### config.mk
export PLATFORM = sky130hd
export DESIGN_NAME = lock_sequencer
export DESIGN_NICKNAME = d
export VERILOG_FILES = /design/src/rtl/lock_sequencer.sv
export SDC_FILE = /design/constraint.sdc
export NUM_CORES = 1
export LEC_CHECK = 0
export CAP_MARGIN = 25
export CORE_MARGIN = 10
export CORE_UTILIZATION = 50
export DETAILED_ROUTE_END_ITERATION = 12
export PLACE_DENSITY = 0.8
export SLEW_MARGIN = 25
export SYNTH_ARGS = -nofsm -noshare
export SYNTH_HDL_FRONTEND = slang
export SYNTH_SLANG_ARGS = --single-unit
### constraint.sdc
create_clock -name clk -period 4.3 [get_ports clk]
set_input_delay 0.645 -clock clk [delete_from_list [all_inputs] [get_ports clk]]
set_output_delay 0.645 -clock clk [all_outputs]
set_load 0.005 [all_outputs]
### src/rtl/lock_sequencer.sv
// Canal lock sequencer: runs one gondola transit at a time by closing the loop
// on the lock's port status and water levels, with a watchdog into a sticky FAULT.
module lock_sequencer #(
  parameter int unsigned TOL     = 1,
  parameter int unsigned DWELL   = 10,
  parameter int unsigned TIMEOUT = 255
) (
  input  logic       clk,
  input  logic       rst,
  input  logic       req_valid,
  input  logic       req_dir,
  output logic       req_ready,
  input  logic [7:0] lock_water,
  input  logic [7:0] outer_water,
  input  logic [7:0] inner_water,
  input  logic [3:0] lock_status,
  output logic [6:0] lock_cmd,
  output logic       busy,
  output logic       done,
  output logic       fault,
  output logic [3:0] state
);

  typedef enum logic [3:0] {
    S_IDLE      = 4'd0,
    S_ALIGN_IN  = 4'd1,
    S_OPEN_IN   = 4'd2,
    S_DWELL_IN  = 4'd3,
    S_CLOSE_IN  = 4'd4,
    S_ALIGN_OUT = 4'd5,
    S_OPEN_OUT  = 4'd6,
    S_DWELL_OUT = 4'd7,
    S_CLOSE_OUT = 4'd8,
    S_FAULT     = 4'd9
  } state_t;

  // A zero dwell still holds the port open for one cycle.
  localparam logic [7:0]        DWELL_LAST = (DWELL == 0) ? 8'd0 : 8'(DWELL - 1);
  localparam logic [7:0]        WD_LAST    = 8'(TIMEOUT - 1);
  localparam logic signed [8:0] TOL_S      = 9'(TOL);

  state_t            state_q, state_d, state_nx_s;
  logic              dir_q, dir_d;
  logic [7:0]        wd_q, wd_d;
  logic [7:0]        dwell_q, dwell_d;
  logic [1:0]        port_q, port_d;
  logic              arr_q, arr_d, dep_q, dep_d, done_q, done_d;
  logic              busy_q, busy_d, ready_q, ready_d, fault_q, fault_d;
  logic              cdir_q, cdir_d;
  logic [7:0]        target_s;
  logic signed [8:0] diff_s;
  logic              low_s, high_s, matched_s, in_wait_s;
  logic              closed_both_s, entry_open_s, exit_open_s;
  logic              inc_s, dec_s;
  logic              unused_status_s;

  // Level to align against: exit side only while aligning for departure.
  always_comb begin
    target_s = 8'd0;
    if (state_q == S_ALIGN_OUT) begin
      target_s = dir_q ? inner_water : outer_water;
    end else begin
      target_s = dir_q ? outer_water : inner_water;
    end
  end

  assign diff_s          = $signed({1'b0, lock_water}) - $signed({1'b0, target_s});
  assign low_s           = (diff_s < -TOL_S);
  assign high_s          = (diff_s > TOL_S);
  assign matched_s       = !low_s && !high_s;
  assign closed_both_s   = (lock_status[3:2] == 2'b11);
  assign entry_open_s    = dir_q ? !lock_status[2] : !lock_status[3];
  assign exit_open_s     = dir_q ? !lock_status[3] : !lock_status[2];
  assign unused_status_s = ^lock_status[1:0];

  // Water commands follow lock_water directly and only with both ports sealed.
  always_comb begin
    inc_s = 1'b0;
    dec_s = 1'b0;
    if ((state_q == S_ALIGN_IN || state_q == S_ALIGN_OUT) && closed_both_s) begin
      inc_s = low_s;
      dec_s = high_s;
    end else begin
      inc_s = 1'b0;
      dec_s = 1'b0;
    end
  end

  // Transit sequencing; the watchdog overrides any wait state that stalls.
  always_comb begin
    state_nx_s = state_q;
    dir_d      = dir_q;
    in_wait_s  = 1'b0;
    case (state_q)
      S_IDLE: begin
        if (req_valid) begin
          state_nx_s = S_ALIGN_IN;
          dir_d      = req_dir;
        end else begin
          state_nx_s = S_IDLE;
        end
      end
      S_ALIGN_IN, S_ALIGN_OUT: begin
        in_wait_s = 1'b1;
        if (matched_s) begin
          state_nx_s = (state_q == S_ALIGN_IN) ? S_OPEN_IN : S_OPEN_OUT;
        end else begin
          state_nx_s = state_q;
        end
      end
      S_OPEN_IN: begin
        in_wait_s  = 1'b1;
        state_nx_s = entry_open_s ? S_DWELL_IN : S_OPEN_IN;
      end
      S_OPEN_OUT: begin
        in_wait_s  = 1'b1;
        state_nx_s = exit_open_s ? S_DWELL_OUT : S_OPEN_OUT;
      end
      S_DWELL_IN, S_DWELL_OUT: begin
        if (dwell_q >= DWELL_LAST) begin
          state_nx_s = (state_q == S_DWELL_IN) ? S_CLOSE_IN : S_CLOSE_OUT;
        end else begin
          state_nx_s = state_q;
        end
      end
      S_CLOSE_IN: begin
        in_wait_s  = 1'b1;
        state_nx_s = closed_both_s ? S_ALIGN_OUT : S_CLOSE_IN;
      end
      S_CLOSE_OUT: begin
        in_wait_s  = 1'b1;
        state_nx_s = closed_both_s ? S_IDLE : S_CLOSE_OUT;
      end
      S_FAULT: state_nx_s = S_FAULT;
      default: state_nx_s = S_FAULT;
    endcase
  end

  assign state_d = (in_wait_s && (state_nx_s == state_q) && (wd_q >= WD_LAST)) ? S_FAULT
                                                                               : state_nx_s;

  // Watchdog and dwell counters restart on every state change.
  always_comb begin
    wd_d    = 8'd0;
    dwell_d = 8'd0;
    port_d  = 2'b11;
    if (state_d != state_q) begin
      wd_d    = 8'd0;
      dwell_d = 8'd0;
    end else if (in_wait_s) begin
      wd_d    = wd_q + 8'd1;
      dwell_d = 8'd0;
    end else if (state_q == S_DWELL_IN || state_q == S_DWELL_OUT) begin
      wd_d    = 8'd0;
      dwell_d = (dwell_q == 8'hFF) ? dwell_q : dwell_q + 8'd1;
    end else begin
      wd_d    = 8'd0;
      dwell_d = 8'd0;
    end
    case (state_d)
      S_OPEN_IN, S_DWELL_IN:   port_d = dir_d ? 2'b10 : 2'b01;
      S_OPEN_OUT, S_DWELL_OUT: port_d = dir_d ? 2'b01 : 2'b10;
      default:                 port_d = 2'b11;
    endcase
  end

  assign arr_d   = (state_q == S_OPEN_IN)   && (state_d == S_DWELL_IN);
  assign dep_d   = (state_q == S_OPEN_OUT)  && (state_d == S_DWELL_OUT);
  assign done_d  = (state_q == S_CLOSE_OUT) && (state_d == S_IDLE);
  assign busy_d  = (state_d != S_IDLE) && (state_d != S_FAULT);
  assign ready_d = (state_d == S_IDLE);
  assign fault_d = (state_d == S_FAULT);
  assign cdir_d  = (state_d != S_IDLE) && dir_d;

  // State, counters and registered command outputs.
  always_ff @(posedge clk or negedge rst) begin
    if (!rst) begin
      state_q <= S_IDLE;
      dir_q   <= 1'b0;
      wd_q    <= 8'd0;
      dwell_q <= 8'd0;
      port_q  <= 2'b11;
      arr_q   <= 1'b0;
      dep_q   <= 1'b0;
      done_q  <= 1'b0;
      busy_q  <= 1'b0;
      ready_q <= 1'b1;
      fault_q <= 1'b0;
      cdir_q  <= 1'b0;
    end else begin
      state_q <= state_d;
      dir_q   <= dir_d;
      wd_q    <= wd_d;
      dwell_q <= dwell_d;
      port_q  <= port_d;
      arr_q   <= arr_d;
      dep_q   <= dep_d;
      done_q  <= done_d;
      busy_q  <= busy_d;
      ready_q <= ready_d;
      fault_q <= fault_d;
      cdir_q  <= cdir_d;
    end
  end

  assign lock_cmd  = {cdir_q, dec_s, inc_s, port_q[1], port_q[0], dep_q, arr_q};
  assign req_ready = ready_q;
  assign busy      = busy_q;
  assign done      = done_q;
  assign fault     = fault_q;
  assign state     = state_q;

endmodule

==> reports/summary.md <==
* synth warn: 0
* minimum setup slack in the final design: 0.275 ns
* critical path capture point type: output port
* count of routing violations after the opening detailed-route iteration: 135
* global-route wire length before repair: 8800 µm
* fraction of layout cells with a size suffix above 1: 14.1%
* FFs w/ async S/R, synth: 100%
* I/O Pins: 47
* synthesized area per cell: 9.33 µm²
* DP Area: 0.00271 mm²
* final global-route overflow total: 0
* fin crit share: 93.6%
* type of the setup path with the least slack: reg2out
* clock network fraction of total power: 42.0%
* area of the mapped netlist: 0.00219 mm²
* fraction of synthesized cell area taken by the top area cell type: 30.8%
* Post-Layout Cell Count: 342
* count of nets after finishing: 335
* transition at the pin with the smallest max-transition slack: 0.743 ns
* number of buffers between clock root and the deepest sink: 2
* number of buffers created by CTS: 5
* part of the Yosys area used for sequential elements: 34.4%
* Req. time, crit path: 3.65 ns
* clock latency on the worst-skew pair: 0.28 ns
* Residual DRC: 0
* class of the most critical hold timing path: reg2reg
* cell types with the largest area share after synthesis: dfrtp_1 (31%), ha_1 (8.0%), mux2i_1 (5.0%), a21oi_1 (4.1%), xor2_1 (4.0%)
* floorplan die width: 86.2 µm
* Setup-failing EPs final: 0
* routed vias/inst: 5.73
* post-layout power: 696 µW
* proportion of power drawn by combinational gates: 17.0%
* Total Wirelength: 5150 µm
* htree depth: 2
* final sum of negative setup slack: 0 ns
* cell at the root of the clock tree: clkbuf_8
* most area-hungry cell type in the Yosys netlist: dfrtp_1
* internal power consumption: 535 µW
* initial antenna violation count: 0
* switching part of the total power: 23.1%
* dominant synthesized flop cell: dfrtp_1
* post-route ant nets: 0
* synthesis-stage register bit count: 30
* share of total power in sequential cells: 41.0%
* power density over the cells: 242 mW/mm²
* Buffers on Ports: 44
* Distinct cells, synth: 54
* Setup WS pre-CTS: 0.187 ns
* number of endpoints with negative hold slack in the final report: 0
* Gate Count Post-Synth: 235
* maximum number of pins on one net before global-route repair: 31
* via count of the first global-routing pass: 1969
* diode count: 0
* clock tree from TritonCTS: built
* CTS sink cnt: 30
* worst vdd rail ir drop: 0.139 mV
* P&R area growth vs syn: 31.1%
* most common library cells after synthesis: dfrtp_1 (27), a21oi_1 (18), ha_1 (14), nor2_1 (14), nand2_1 (13)
* Rows: 24
* most common cell in the synthesized netlist: dfrtp_1
* Post-synth EDFFs: 0
* drt pass-1 iters: 4
* signal arrival time at the worst endpoint: 3.38 ns
* fmax: 0.248 GHz
* summed area of non-filler cells in the final layout: 0.00288 mm²
* vertical extent of the die: 86.2 µm
* effective utilization at floorplan: 51.1%
* pins over their slew limit: 0
* sort of element at the start of the critical path: flip-flop
* Switching Power: 161 µW
* leakage dissipation: 1.27 nW
* status: finished clean
* hold bufs inserted after CTS: 0
* Slew Limit Headroom: 50.3%
* mean routed wirelength per cell: 15.1 µm
* maximum net fanout on the critical path: 8
* RD Place Congestion: 0.823
* final core utilization: 67.0%
* number of fillers in the final layout: 355
* Worst Hold Slack: 0.545 ns
* Setup Skew: 0.00648 ns
* register clock-pin slew on the reported worst setup and hold paths: 0.06 ns
* DP Cell Count: 330
* GRT Util Overall: 14.1%
* vias post-DR: 1959
* dpl hpwl: 3910 µm
* number of max-cap violations: 0
* Die ar.: 0.00744 mm²
* min Tclk post-route: 4.03 ns
* core footprint: 0.00429 mm²
cells in the final DEF, fill, tap and decap left out, drive strengths merged, types with 10 or more instances in the layout:
cell           synthesis  routed
nor2                  14      14
xor2                  11      11
nand2                 13      13
nand3                 10      10
mux2i                 11      11
a21oi                 18      18
dfrtp                 27      27
ha                    14      14
buf                    7      14
clkdlybuf4s50          0      42
cell families after synthesis:
kind of cell	share of synthesized area (%)
fa+ha+maj	7.99
other cells	0.171
simple gates	21.6
mux	6.56
flops	34.4
buf+inv	4.85
xor+xnor	7.93
compound gates	16.5
final cells by class:
cell class	count	area, µm²	share of cell area (%)
multi-input combinational	186	1360	47.4
tap	52	65.1	2.26
timing repair buffer	58	547	19.0
clock buffer	7	86.3	3.00
clock inverter	1	30.0	1.04
sequential	30	754	26.2
inverter	8	30.0	1.04
final timing paths:
kind	slack [ns]	from	cells after the start	to
setup / recovery	0.27	state[3]	13	lock_cmd[5]
hold reg to reg	0.54	wd_q[0]	1	wd_q[0]
setup reg to reg	0.65	state[3]	13	wd_q[7]
max in group asynchronous	3.22	rst	2	req_ready
hold / removal	0.54	wd_q[0]	1	wd_q[0]
min in group asynchronous	0.74	rst	2	dwell_q[1]
power by group through the flow:
stage / combinational [mW] / sequential (mW) / clock, mW
after floorplan: 0.0648 / 0.290 / 0
after global placement: 0.110 / 0.290 / 0
after detailed placement: 0.113 / 0.290 / 0
after CTS: 0.116 / 0.285 / 0.301
after global routing: 0.131 / 0.285 / 0.309
final: 0.118 / 0.285 / 0.293
routing by layer:
metal | vias to the layer above | global-route usage [%] | share of wire, %
met1 | 932 | 16.6 | 43
met4 | 0 | 4.71 | 1.5
met5 | - | 0 | 0
met2 | 58 | 23.9 | 49
met3 | 6 | 4.50 | 6.6
li1 | 963 | - | -
worst max-delay path: stages, from the launching register on:
cell	delay (ns)
dfrtp_1	0.39
nor3b_2	0.24
nand2_1	0.09
xor2_1	0.13
buf_4	0.19
mux2_2	0.37
ha_1	0.20
and2b_1	0.25
o2111ai_2	0.14
o21ai_2	0.22
xor2_2	0.23
nor3_1	0.09
nor4_1	0.27
dlygate4sd2_1	0.29
repair_timing:
item                       4_1_cts  5_1_grt
pin swaps                        1        1
gates cloned                     0        0
setup buffers                    1        3
setup endpoints to repair        2        2
resized for setup                3        3
state kept, by name, indices dropped and copies added (netlist names), 2 cells and up:
name / count
port_q: 2
dwell_q: 8
wd_q: 8
state: 4
Note: power is estimated with default switching activity, not from simulation.
==> edit: new RTL, same flow settings <==
Reset style: synchronous (`rst`), changed in one clocked block.
--- a/src/rtl/lock_sequencer.sv
+++ b/src/rtl/lock_sequencer.sv
@@ -174,5 +174,5 @@
 
   // State, counters and registered command outputs.
-  always_ff @(posedge clk or negedge rst) begin
+  always_ff @(posedge clk) begin
     if (!rst) begin
       state_q <= S_IDLE;
Formal check against the unedited RTL: differs if rst is asserted again (counterexample within 4 cycles, from zero or initial values and one cycle with rst low); with rst held inactive, the same outputs for 10 cycles.
==> edit against the unedited design <==
- setup slack lost 0.13 ns
- count of clock-buffer cells in the layout is the same
- area after synthesis shrank 2.9%
- wire length shrank 0.33%
- sequential cell count is the same
- final area shrank 2.6%
- critical path type unchanged
Power is not compared: it rests on default switching activity, and its combinational part moved more than twofold at a synthesized area within 25%.
==> edit: results (changes against the unedited design) <==
- Via Count: 2048 (was 1959)
- Non-CTS buffers: 57 (was 58)
- GPL Wtd Cong: 0.835 (was 0.823)
- Final Hold Viols: 0 (unchanged)
- Filler cells: 336 (was 355)
- Pre-CTS setup slack: 0.204 ns (was 0.187 ns)
- Mean area per synthesized cell: 8.16 um^2 (was 9.33 um^2)
- Non-clock buffering overhead: 19.4% (was 19.0%)
- Mux contribution to synthesized area: 7.69% (was 6.56%)
- Post-synth top flop: dfxtp_1 (was dfrtp_1)
- CP Data Arrival Time: 3.51 ns (was 3.38 ns)
- Initial drt markers: 133 (was 135)
- Dpl hpwl: 4010 um (was 3910 um)
- Top cells by count, synth: nand2_1 (33), dfxtp_1 (30), nor2_1 (29) (was dfrtp_1 (27), a21oi_1 (18), ha_1 (14), nor2_1 (14), nand2_1 (13))
- Grt met2 use: 23.8% (was 23.9%)
- Synth top area cells: dfxtp_1 (28%), ha_1 (8.2%), mux2i_1 (6.1%), nand2_1 (5.8%), nor2_1 (5.1%) (was dfrtp_1 (31%), ha_1 (8.0%), mux2i_1 (5.0%), a21oi_1 (4.1%), xor2_1 (4.0%))
- Core area: 4060 um^2 (was 4290 um^2)
- Fraction of standard cell area that is sequential: 21.4% (was 26.2%)
- Multi-input combinational area share: 52.6% (was 47.4%)
- Met1 Track Usage GR: 15.6% (was 16.6%)
- Final nets: 363 (was 335)
- CP max stage cell: or4_4 (was dfrtp_1)
- Vias in the first global route: 1899 (was 1969)
- Seq. cell area: 601 um^2 (was 754 um^2)
- Worst relative slew slack: 48.7% (was 50.3%)
- Xor/xnor share of the synthesized area: 5.75% (was 7.93%)
- #MultiIn Comb: 215 (was 186)
- Async S/R FF share, synth: 0% (was 100%)
- Critical R2R Launch: state[3] (unchanged)
- DR vias/cell: 5.57 (was 5.73)
- Comb. pwr: roughly 250 uW
- Post-DP Area: 2660 um^2 (was 2710 um^2)
- Outcome: finished clean (unchanged)
- First-pass GRT wire length: 8440 um (was 8800 um)
- Clock network area share: 3.26% (was 4.05%)
- Clock buf count: 7 (unchanged)
- Register area share after synthesis: 28.2% (was 34.4%)
- Routing usage on met3: 4.02% (was 4.50%)
- Clk_skew: 0.00422 ns (was 0.00648 ns)
- Worst min-delay path startpoint: wd_q[5] (was wd_q[0])
- Largest net degree at the start of global routing: 23 (was 31)
- Critical path's largest stage delay: 0.51 ns (was 0.39 ns)
- Share of layout cells above drive strength 1: 12.3% (was 14.1%)
-- edit: cell count changes after synthesis, sizes merged, moves of 4 or more --
cell	change
nor2	+15
o21ai	+9
a21oi	-11
clkbuf	-4
dfrtp	-27
dfxtp	+30
nand2	+20
-- edit: routing by layer --
metal | share of wire (%) | vias up
met1 | 44 | 939
li1 | - | 1043
met2 | 50 | 58
met3 | 4.8 | 8
met5 | 0 | -
met4 | 1.7 | 0
-- edit: timing repair --
item | CTS | global route
cloned | 0 | 0
hold buffers | 0 | 0
resized for setup | 5 | 5
setup endpoints to repair | 2 | 2
buffers inserted | 1 | 3
hold endpoints to repair | 0 | 0
pin swaps | 0 | 4
-- edit: final timing paths --
| kind | cells after the start | end | slack [ns] |
|---|---|---|---|
| max reg2reg | 15 | fault | 0.65 |
| min reg2reg | 3 | wd_q[5] | 0.54 |
| max | 15 | lock_cmd[4] | 0.15 |
| min | 3 | wd_q[5] | 0.54 |
